File: src/rtl/branch_redirect_unit_pkg.sv
// Shared types and constants for the fetch-side branch redirect unit.
// Holds the fetch FSM encoding, the PC increment and the default boot address.
package branch_redirect_unit_pkg;

  typedef enum logic [1:0] {
    BOOT  = 2'b00,
    RUN   = 2'b01,
    REDIR = 2'b10
  } fetch_state_e;

  localparam logic [31:0] PC_INC           = 32'd4;
  localparam logic [31:0] DEFAULT_RESET_PC = 32'h0000_0000;

endpackage

File: src/rtl/branch_redirect_unit_if.sv
// EX-stage branch resolution inputs and IF-stage fetch outputs of the redirect unit.
// The pipeline side uses the master modport; the redirect unit uses slave.
interface branch_redirect_unit_if;

  logic        ex_branch;
  logic        ex_zero;
  logic [31:0] ex_pc;
  logic        stall;
  logic [31:0] if_pc;
  logic [31:0] if_pc4;
  logic        if_valid;
  logic        flush_ifid;
  logic        flush_idex;

  modport master (
    output ex_branch, ex_zero, ex_pc, stall,
    input  if_pc, if_pc4, if_valid, flush_ifid, flush_idex
  );

  modport slave (
    input  ex_branch, ex_zero, ex_pc, stall,
    output if_pc, if_pc4, if_valid, flush_ifid, flush_idex
  );

endinterface

File: src/rtl/branch_redirect_unit_sat_counter.sv
// Up-counter that sticks at all-ones instead of wrapping.
// Used for the branch performance statistics.
module sat_counter #(
  parameter int W = 16
) (
  input  logic         clk,
  input  logic         rst_n,
  input  logic         inc,
  output logic [W-1:0] count
);

  // NOTE: sequential state is written with non-blocking assignments only, so
  // every register samples the pre-edge value of every other register.
  always_ff @(posedge clk or negedge rst_n) begin
    if (!rst_n) begin
      count <= '0;
    end else if (inc && (count != {W{1'b1}})) begin
      count <= count + 1'b1;
    end
  end

endmodule

File: src/rtl/branch_redirect_unit.sv
// IF-stage fetch PC owner: redirects on taken EX branches, flushes the two
// younger pipeline registers, holds on load-use stalls and counts branch events.
module branch_redirect_unit
  import branch_redirect_unit_pkg::*;
#(
  parameter logic [31:0] RESET_PC = DEFAULT_RESET_PC,
  parameter int          CNT_W    = 16
) (
  input  logic                   clk,
  input  logic                   rst_n,
  branch_redirect_unit_if.slave  br,
  output logic [CNT_W-1:0]       perf_branch,
  output logic [CNT_W-1:0]       perf_taken,
  output logic [CNT_W-1:0]       perf_flush
);

  fetch_state_e state_q, state_d;
  logic [31:0]  pc_q, pc_d;
  logic         taken;
  logic         branch_seen;

  // In REDIR the EX stage holds the squashed bubble, so its branch flag is
  // ignored; rst_n gating keeps the flushes quiet while reset is held.
  assign taken       = rst_n & br.ex_branch & br.ex_zero & (state_q != REDIR);
  assign branch_seen = br.ex_branch & (state_q == RUN);

  // NOTE: every signal written here gets a default first, so no path through
  // the block leaves a value unassigned and no latch is inferred.
  always_comb begin
    state_d = state_q;
    pc_d    = pc_q + PC_INC;

    unique case (state_q)
      BOOT:    state_d = RUN;
      RUN:     state_d = taken ? REDIR : RUN;
      REDIR:   state_d = RUN;
      default: state_d = BOOT;
    endcase

    // Taken wins over stall: the stalled instruction is being squashed anyway.
    if (taken) begin
      pc_d = br.ex_pc;
    end else if (br.stall || (state_q == BOOT)) begin
      pc_d = pc_q;
    end
  end

  always_ff @(posedge clk or negedge rst_n) begin
    if (!rst_n) begin
      state_q <= BOOT;
      pc_q    <= RESET_PC;
    end else begin
      state_q <= state_d;
      pc_q    <= pc_d;
    end
  end

  // if_pc4 comes from the registered PC so instruction memory sees a stable pair.
  assign br.if_pc      = pc_q;
  assign br.if_pc4     = pc_q + PC_INC;
  assign br.if_valid   = (state_q != BOOT);
  assign br.flush_ifid = taken;
  assign br.flush_idex = taken;

  sat_counter #(.W(CNT_W)) u_cnt_branch (
    .clk   (clk),
    .rst_n (rst_n),
    .inc   (branch_seen),
    .count (perf_branch)
  );

  sat_counter #(.W(CNT_W)) u_cnt_taken (
    .clk   (clk),
    .rst_n (rst_n),
    .inc   (taken),
    .count (perf_taken)
  );

  sat_counter #(.W(CNT_W)) u_cnt_flush (
    .clk   (clk),
    .rst_n (rst_n),
    .inc   (taken),
    .count (perf_flush)
  );

endmodule

File: src/flat_wrapper.sv
// flat-port wrapper written by rule: the top's interface ports become plain ports
module branch_redirect_unit_flat import branch_redirect_unit_pkg::*;
#(
  parameter logic [31:0] RESET_PC = DEFAULT_RESET_PC,
  parameter int          CNT_W    = 16
)
  (clk, rst_n, perf_branch, perf_taken, perf_flush, br_ex_branch, br_ex_zero, br_ex_pc, br_stall, br_if_pc, br_if_pc4, br_if_valid, br_flush_ifid, br_flush_idex);
  branch_redirect_unit_if br_i ();
  input  logic clk;
  input  logic rst_n;
  output logic [CNT_W-1:0] perf_branch;
  output logic [CNT_W-1:0] perf_taken;
  output logic [CNT_W-1:0] perf_flush;
  input wire logic [$bits(br_i.ex_branch)-1:0] br_ex_branch;
  input wire logic [$bits(br_i.ex_zero)-1:0] br_ex_zero;
  input wire logic [$bits(br_i.ex_pc)-1:0] br_ex_pc;
  input wire logic [$bits(br_i.stall)-1:0] br_stall;
  output wire logic [$bits(br_i.if_pc)-1:0] br_if_pc;
  output wire logic [$bits(br_i.if_pc4)-1:0] br_if_pc4;
  output wire logic [$bits(br_i.if_valid)-1:0] br_if_valid;
  output wire logic [$bits(br_i.flush_ifid)-1:0] br_flush_ifid;
  output wire logic [$bits(br_i.flush_idex)-1:0] br_flush_idex;
  assign br_i.ex_branch = br_ex_branch;
  assign br_i.ex_zero = br_ex_zero;
  assign br_i.ex_pc = br_ex_pc;
  assign br_i.stall = br_stall;
  assign br_if_pc = br_i.if_pc;
  assign br_if_pc4 = br_i.if_pc4;
  assign br_if_valid = br_i.if_valid;
  assign br_flush_ifid = br_i.flush_ifid;
  assign br_flush_idex = br_i.flush_idex;
  branch_redirect_unit #(.RESET_PC(RESET_PC), .CNT_W(CNT_W)) u_core (.clk(clk), .rst_n(rst_n), .br(br_i), .perf_branch(perf_branch), .perf_taken(perf_taken), .perf_flush(perf_flush));
endmodule
File: config.mk
export PLATFORM = sky130hd
export DESIGN_NAME = branch_redirect_unit_flat
export DESIGN_NICKNAME = d
export VERILOG_FILES = /design/src/rtl/branch_redirect_unit_pkg.sv /design/src/rtl/branch_redirect_unit_if.sv /design/src/rtl/branch_redirect_unit_sat_counter.sv /design/src/rtl/branch_redirect_unit.sv /design/src/flat_wrapper.sv
export SDC_FILE = /design/constraint.sdc
export NUM_CORES = 1
export LEC_CHECK = 0
export CORE_MARGIN = 2
export CORE_UTILIZATION = 40
export DETAILED_ROUTE_END_ITERATION = 8
export PLACE_DENSITY = 0.71
export REMOVE_ABC_BUFFERS = 1
export SKIP_LAST_GASP = 1
export SYNTH_ARGS = -nofsm -noshare
export SYNTH_HDL_FRONTEND = slang
export SYNTH_SLANG_ARGS = --single-unit
File: constraint.sdc
create_clock -name clk -period 6 [get_ports clk]
set_input_delay 0.9 -clock clk [delete_from_list [all_inputs] [get_ports clk]]
set_output_delay 0.9 -clock clk [all_outputs]
set_load 0.01 [all_outputs]
==> flow_summary.ini, run 1 <==
[run_status]
status = finished, final reports clean

[global_routing]
first_pass_grt_wire_length_um = 21500
global_route.usage.total_pct = 20.8
grt_pass1_vias = 4240
overflow = 0
grt_util_met3_pct = 4.37
antenna_found_initial = 1
global_route.usage.met1_pct = 26.7
grt_util_met2_pct = 34.6
globalRoute.busiestLayer = met2
grt_start_max_net_pins = 83

[worst_setup_path]
r2r_start = u_core.u_cnt_branch.count[6]$_DFFE_PN0P_
regToRegEndpoint = u_core.u_cnt_branch.count[1]$_DFFE_PN0P_
crit_end = br_flush_ifid
r2r_slack_ps = 3510
worstSetupStartpoint = br_ex_branch
arrival_ps = 2920
reg2reg_depth = 4
crit_path_max_incr_delay_ps = 670
critical_path_most_common_cell = sky130_fd_sc_hd__clkdlybuf4s50_1
worstSetupPathType = in2out
required_ps = 5100
timing.critical_path.slowest_stage_cell = sky130_fd_sc_hd__clkdlybuf4s50_1
worst_setup_path_start_kind = input pin
cp_max_fo = 25
worstPathCellList = clkdlybuf4s50_1, and3_1, nand2_1, inv_1, clkdlybuf4s50_1
worst_setup_path_end_kind = primary output

[power_and_ir_drop]
clock_power_share_pct = 24.6
net-switching-power_w = 0.000748
power_leakage_nw = 2.62
power_switching_share_pct = 34.8
pwr_density_cell_nw_per_um2 = 325
share_comb_of_total_power_pct = 35.5
peakVddDrop_mv = 0.243
power.internal_w = 0.00140
seqPwrFrac_pct = 39.9
report.power.total_w = 0.00215

[routing]
drt-wirelength-per-cell_um = 16.6
drc = 0
routed-via-count = 4481
initial_drc_count = 314
ant_nets = 0
drt_pre_antenna_iters = 4
via_per_inst = 5.59
route.final.wire_length_um = 13300

[synthesis]
seq_area_frac_synth_pct = 43.5
synthFlopType = sky130_fd_sc_hd__dfrtp_1
top_cell_type_s_share_of_synthesized_area_pct = 43.5
post_synth_and_or_nand_nor_area_fraction_pct = 27.4
post_synth_xor_area_fraction_pct = 13.7
synth_top_area_cell = sky130_fd_sc_hd__dfrtp_1
synth.ff_latch_count = 82
synth-edff-count = 0
ys_async_sr_fraction_pct = 100
number_of_distinct_library_cells_after_synthesis = 47
post-synth-top-count-cell = sky130_fd_sc_hd__dfrtp_1
syn_area_um2 = 4710
synthTopCellsByArea = sky130_fd_sc_hd__dfrtp_1, sky130_fd_sc_hd__xor2_1, sky130_fd_sc_hd__xnor2_1
synth_fa_ha_area_share_pct = 1.06
synth_compound_area_share_pct = 9.34
post_synth_inst_count = 511
dominant_combinational_cell_family_by_area_after_synthesis = simple AND/OR/NAND/NOR gates
synth_area_per_cell_um2 = 9.23
synth_mux_area_share_pct = 1.91
synthTopCellsByCount = sky130_fd_sc_hd__dfrtp_1, sky130_fd_sc_hd__xor2_1, sky130_fd_sc_hd__nand2_1
yosys_warnings = 0

[cells_and_area]
multi_input_area_um2 = 2520
layout-drive-gt1-share_pct = 5.17
n_fill_cell = 1027
finalCoreUtilization_pct = 57.6
design.final.nets = 694
ff_latch_area_um2 = 2050
relative_area_change_from_synthesis_to_final_layout_pct = 40.2
final-instance-count-excl-fill = 802

[die]
cell_row_count = 39
die_w_um = 113
die_y_um = 113
initial_core_util_pct = 41.1
floorplan.die_area_um2 = 12700
floorplan.core_area_um2 = 11500
top_level_ports = 152

[clocking]
cts.reportedPaths.clkPinSlew_ps = 60
clock_tree.root_cell = sky130_fd_sc_hd__clkbuf_16
clockBufferDepth = 2
cts_repair_resize_count = 0
numClockSinks = 82
clock_latency_ps = 330
cts_max_level = 3
post_cts_hold_buffer_count = 0
postCtsSetupRepairBufs = 0
tritoncts = built
total_cts_buffers = 9

[sta]
report.final.hold_viol_count = 0
finalCritPeriodShare_pct = 63.7
report.final.slew_viol_count = 0
post-route-worst-setup-slack_ps = 2180
layout_min_cycle_time_ps = 3820
setup_viol = 0
rsz0062_at_grt = false
worst-slew-pin-transition_ps = 1120
finalClockSkew_ps = 7.54
timing.slew.headroom_pct = 24.5
max_freq_ghz = 0.262
setup_total_negative_slack_ps = 0

[job]
drv_cap = 0

[placed_design]
gpl.final_weighted_congestion = 0.849
post_place_cells = 785
place_hpwl_um = 9770
place_worst_setup_slack_ps = 2150
numPortBuffers = 151

[min_path]
hold_class = reg2reg
==> worst min path at each step <==
stage,end,from,slack (ps),cells after the start
2_1_floorplan,u_core.u_cnt_branch.count[9]$_DFFE_PN0P_,u_core.u_cnt_branch.count[9]$_DFFE_PN0P_,520,1
3_3_place_gp,u_core.u_cnt_branch.count[11]$_DFFE_PN0P_,u_core.u_cnt_branch.count[11]$_DFFE_PN0P_,480,1
3_5_place_dp,u_core.u_cnt_flush.count[7]$_DFFE_PN0P_,u_core.u_cnt_flush.count[7]$_DFFE_PN0P_,490,1
4_1_cts,u_core.u_cnt_flush.count[7]$_DFFE_PN0P_,u_core.u_cnt_flush.count[7]$_DFFE_PN0P_,490,1
5_1_grt,u_core.u_cnt_branch.count[11]$_DFFE_PN0P_,u_core.u_cnt_branch.count[11]$_DFFE_PN0P_,500,1
6_report,u_core.u_cnt_flush.count[7]$_DFFE_PN0P_,u_core.u_cnt_flush.count[7]$_DFFE_PN0P_,490,1
==> layout make-up <==
cell class / instances / area share [%]
Timing Repair Buffer: 153 / 23.1
Antenna cell: 1 / 0.0379
Clock inverter: 5 / 0.568
Multi-Input combinational cell: 397 / 38.2
Clock buffer: 11 / 3.83
Sequential cell: 82 / 31.1
Tap cell: 143 / 2.71
Inverter: 10 / 0.568
==> flip-flops by register name, summed over array words and instances, names as in the netlist <==
signal and cells:
u_core.br.if_pc 32, u_core.u_cnt_branch.count 16, u_core.u_cnt_flush.count 16, u_core.u_cnt_taken.count 16, u_core.state_q 2
==> routing by layer <==
metal  wire length [um]  vias up
met5                  0        -
met4                306        0
met3                685       19
met2               6730      126
met1               5620     2188
li1                   -     2148
==> power groups by stage <==
stage / clock network, W / logic (W) / registers [W]
after global placement: 0 / 0.000753 / 0.000851
final: 0.000528 / 0.000763 / 0.000856
after detailed placement: 0 / 0.000765 / 0.000861
after global routing: 0.000558 / 0.000830 / 0.000882
after CTS: 0.000540 / 0.000771 / 0.000854
after floorplan: 0 / 0.000280 / 0.000869
==> worst max-delay path, delay by kind of cell <==
kind	cells	cell delay (ps)
buffers and inverters	3	1710
and+or+nand+nor	2	300
==> logic make-up (layout without fill, tap and decap cells) <==
logic type | count (synthesis) | count (layout)
adder cells (fa/ha/maj) | 4 | 4
AO/OA/AOI/OAI | 69 | 69
flip-flops | 82 | 82
XOR/XNOR | 74 | 74
multiplexers | 8 | 8
AND/OR/NAND/NOR | 242 | 242
other | 0 | 1
buffers and inverters | 32 | 179
==> through the flow <==
step,hold slack [ps],area [um^2]
CTS,495,6610
global placement,477,6310
global route,500,6610
floorplan,521,4610
detailed placement,487,6310
finish,488,6610
==> cell usage in the layout (no fill, tap or decap), types with 21 or more instances in the layout <==
master / instances
sky130_fd_sc_hd__nor2_1: 44
sky130_fd_sc_hd__nand3_1: 32
sky130_fd_sc_hd__clkdlybuf4s50_1: 150
sky130_fd_sc_hd__a31oi_1: 21
sky130_fd_sc_hd__nor3_1: 23
sky130_fd_sc_hd__nand2_1: 47
sky130_fd_sc_hd__xor2_1: 48
sky130_fd_sc_hd__dfrtp_1: 82
sky130_fd_sc_hd__nand4_1: 24
sky130_fd_sc_hd__xnor2_1: 26
Power figures use the tool's default switching activity.
==> inputs of run 2 (changes only) <==
- PLACE_DENSITY: 0.71 -> 0.74
- clock period: 6 -> 3.3 ns (I/O delays scaled with it)
==> run 2 against run 1 <==
Compared with the run above:
- combinational power grew 85%
- register-to-register slack lost 2400 ps
- die area is the same
- utilization grew 0.79 points
- global-route usage grew 0.43 points
- clock power grew 110%
- non-clock buffer count grew 6
- routed wire length grew 0.85%
- power grew 91%
- sequential power grew 81%
- count of clock-buffer cells in the layout shrank 1
- first-iteration DRC count shrank 11%
- highest routed layer unchanged
==> flow_summary.ini, run 2 (same netlist as run 1, synthesis figures left out) <==
[die]
initial_core_util_pct = 41.1
top_level_ports = 152
cell_row_count = 39
die_w_um = 113
floorplan.core_area_um2 = 11500
die_y_um = 113
floorplan.die_area_um2 = 12700

[sta]
finalClockSkew_ps = 12.7
finalCritPeriodShare_pct = 94.7
report.final.hold_viol_count = 0
setup_total_negative_slack_ps = 0
setup_viol = 0
report.final.slew_viol_count = 0
timing.slew.headroom_pct = 36.8
layout_min_cycle_time_ps = 3120
worst_hold_margin_ps = 485
worst-slew-pin-transition_ps = 940
rsz0062_at_grt = false
max_freq_ghz = 0.320

[clocking]
numClockSinks = 82
clock_tree.root_cell = sky130_fd_sc_hd__clkbuf_16
tritoncts = built
postCtsSetupRepairBufs = 0
total_cts_buffers = 9
cts.reportedPaths.clkPinSlew_ps = 60
cts_max_level = 3
clock_latency_ps = 330
clockBufferDepth = 2

[routing]
drt_pre_antenna_iters = 4
initial_drc_count = 279
ant_nets = 0
via_per_inst = 5.59
drc = 0
routed-via-count = 4505
drt-wirelength-per-cell_um = 16.7
route.final.wire_length_um = 13500

[worst_setup_path]
worstPathCellList = and4_1, nand3_1, nor3_1, xor2_1, clkdlybuf4s50_1
required_ps = 2800
worstSetupPathType = reg2out
timing.critical_path.slowest_stage_cell = sky130_fd_sc_hd__clkdlybuf4s50_1
arrival_ps = 2630
worst_setup_path_start_kind = register
cp_max_fo = 12
crit_path_max_incr_delay_ps = 570
worst_setup_path_end_kind = primary output

[placed_design]
place_hpwl_um = 9980
numPortBuffers = 151
gpl.final_weighted_congestion = 0.839
post_place_cells = 790

[cells_and_area]
finalCoreUtilization_pct = 58.4
layout-drive-gt1-share_pct = 5.88
final-instance-count-excl-fill = 806
n_diodes = 0
number_of_flip_flops_in_the_largest_register = 32
n_fill_cell = 992
mostFrequentLayoutCell = sky130_fd_sc_hd__clkdlybuf4s50_1
layout_common_cells = sky130_fd_sc_hd__clkdlybuf4s50_1, sky130_fd_sc_hd__dfrtp_1, sky130_fd_sc_hd__xor2_1, sky130_fd_sc_hd__nand2_1, sky130_fd_sc_hd__nor2_1
design.final.nets = 700
relative_area_change_from_synthesis_to_final_layout_pct = 42.1

[global_routing]
grt_start_max_net_pins = 50
antenna_found_initial = 0
grt_pass1_vias = 4267
first_pass_grt_wire_length_um = 21800
global_route.usage.total_pct = 21.3
overflow = 0

[power_and_ir_drop]
peakVddDrop_mv = 0.465
pwr_density_cell_nw_per_um2 = 611
power_leakage_nw = 2.67

[job]
drv_cap = 0

[run_status]
status = finished, final reports clean

[min_path]
hold_class = reg2reg
## run 2: changes by cell type in the layout (fill, tap and decap cells not counted)
| cell | before | now |
|---|---|---|
| sky130_fd_sc_hd__dlygate4sd3_1 | 0 | 1 |
| sky130_fd_sc_hd__diode_2 | 1 | 0 |
| sky130_fd_sc_hd__clkinvlp_4 | 2 | 0 |
| sky130_fd_sc_hd__bufinv_16 | 0 | 3 |
| sky130_fd_sc_hd__clkbuf_8 | 2 | 0 |
| sky130_fd_sc_hd__dfrtp_1 | 82 | 80 |
| sky130_fd_sc_hd__inv_6 | 1 | 0 |
| sky130_fd_sc_hd__clkbuf_1 | 0 | 1 |
| sky130_fd_sc_hd__dfrtp_2 | 0 | 2 |
| sky130_fd_sc_hd__buf_4 | 3 | 8 |
## run 2: repair_timing
action,4_1_cts,5_1_grt
hold endpoints to repair,2,0
resized for setup,0,2
hold buffers,1,0
endpoints found under the setup margin,0,6
## run 2: where the power goes
| part | switching, W | internal (W) | total (W) |
|---|---|---|---|
| sequential | 0.000345 | 0.00120 | 0.00155 |
| combinational | 0.000621 | 0.000791 | 0.00141 |
| clock | 0.000398 | 0.000736 | 0.00113 |
| total | 0.00136 | 0.00273 | 0.00409 |
## run 2: layout make-up
| cell class | instances | area (um^2) | area share [%] |
|---|---|---|---|
| Clock buffer | 10 | 229 | 3.42 |
| Clock inverter | 5 | 104 | 1.55 |
| Inverter | 10 | 37.5 | 0.560 |
| Multi-Input combinational cell | 397 | 2520 | 37.7 |
| Sequential cell | 82 | 2050 | 30.7 |
| Tap cell | 143 | 179 | 2.67 |
| Timing Repair Buffer | 159 | 1570 | 23.5 |
## run 2: stage by stage
stage	instance area, um^2	worst slack (ps)	total power, W
finish	6700	176	0.00409
global route	6700	51.3	0.00431
CTS	6700	82.9	0.00413
detailed placement	6350	450	0.00297
global placement	6350	487	0.00294
floorplan	4610	701	0.00209
## run 2: critical path: cells and delay by family, from the launching register on
kind                   cells  cell delay (ps)
AND/OR/NAND/NOR            3             1040
XOR/XNOR                   1              220
buffers and inverters      1              570
flip-flops                 1              470
## run 2: per-layer routing
layer,vias up,wire (um),GRT usage [%]
met5,-,0,0
met4,0,345,8.94
met3,20,599,3.78
met2,131,6580,34.5
met1,2183,5940,28.1
li1,2171,-,-
## run 2: final timing paths
| kind | cells past startpoint | startpoint | slack, ps | to |
|---|---|---|---|---|
| worst max-delay path | 5 | u_core.br.if_pc[6]$_DFFE_PN0P_ | 180 | br_if_pc4[28] |
| worst min-delay path | 1 | u_core.u_cnt_branch.count[11]$_DFFE_PN0P_ | 490 | u_core.u_cnt_branch.count[11]$_DFFE_PN0P_ |
| worst max register to register | 4 | u_core.br.if_pc[6]$_DFFE_PN0P_ | 1080 | u_core.br.if_pc[29]$_DFFE_PN0P_ |
| worst min register to register | 1 | u_core.u_cnt_branch.count[11]$_DFFE_PN0P_ | 490 | u_core.u_cnt_branch.count[11]$_DFFE_PN0P_ |
| max in group asynchronous | 4 | rst_n | 1500 | u_core.u_cnt_taken.count[6]$_DFFE_PN0P_ |
| min in group asynchronous | 2 | rst_n | 530 | u_core.state_q[1]$_DFF_PN0_ |
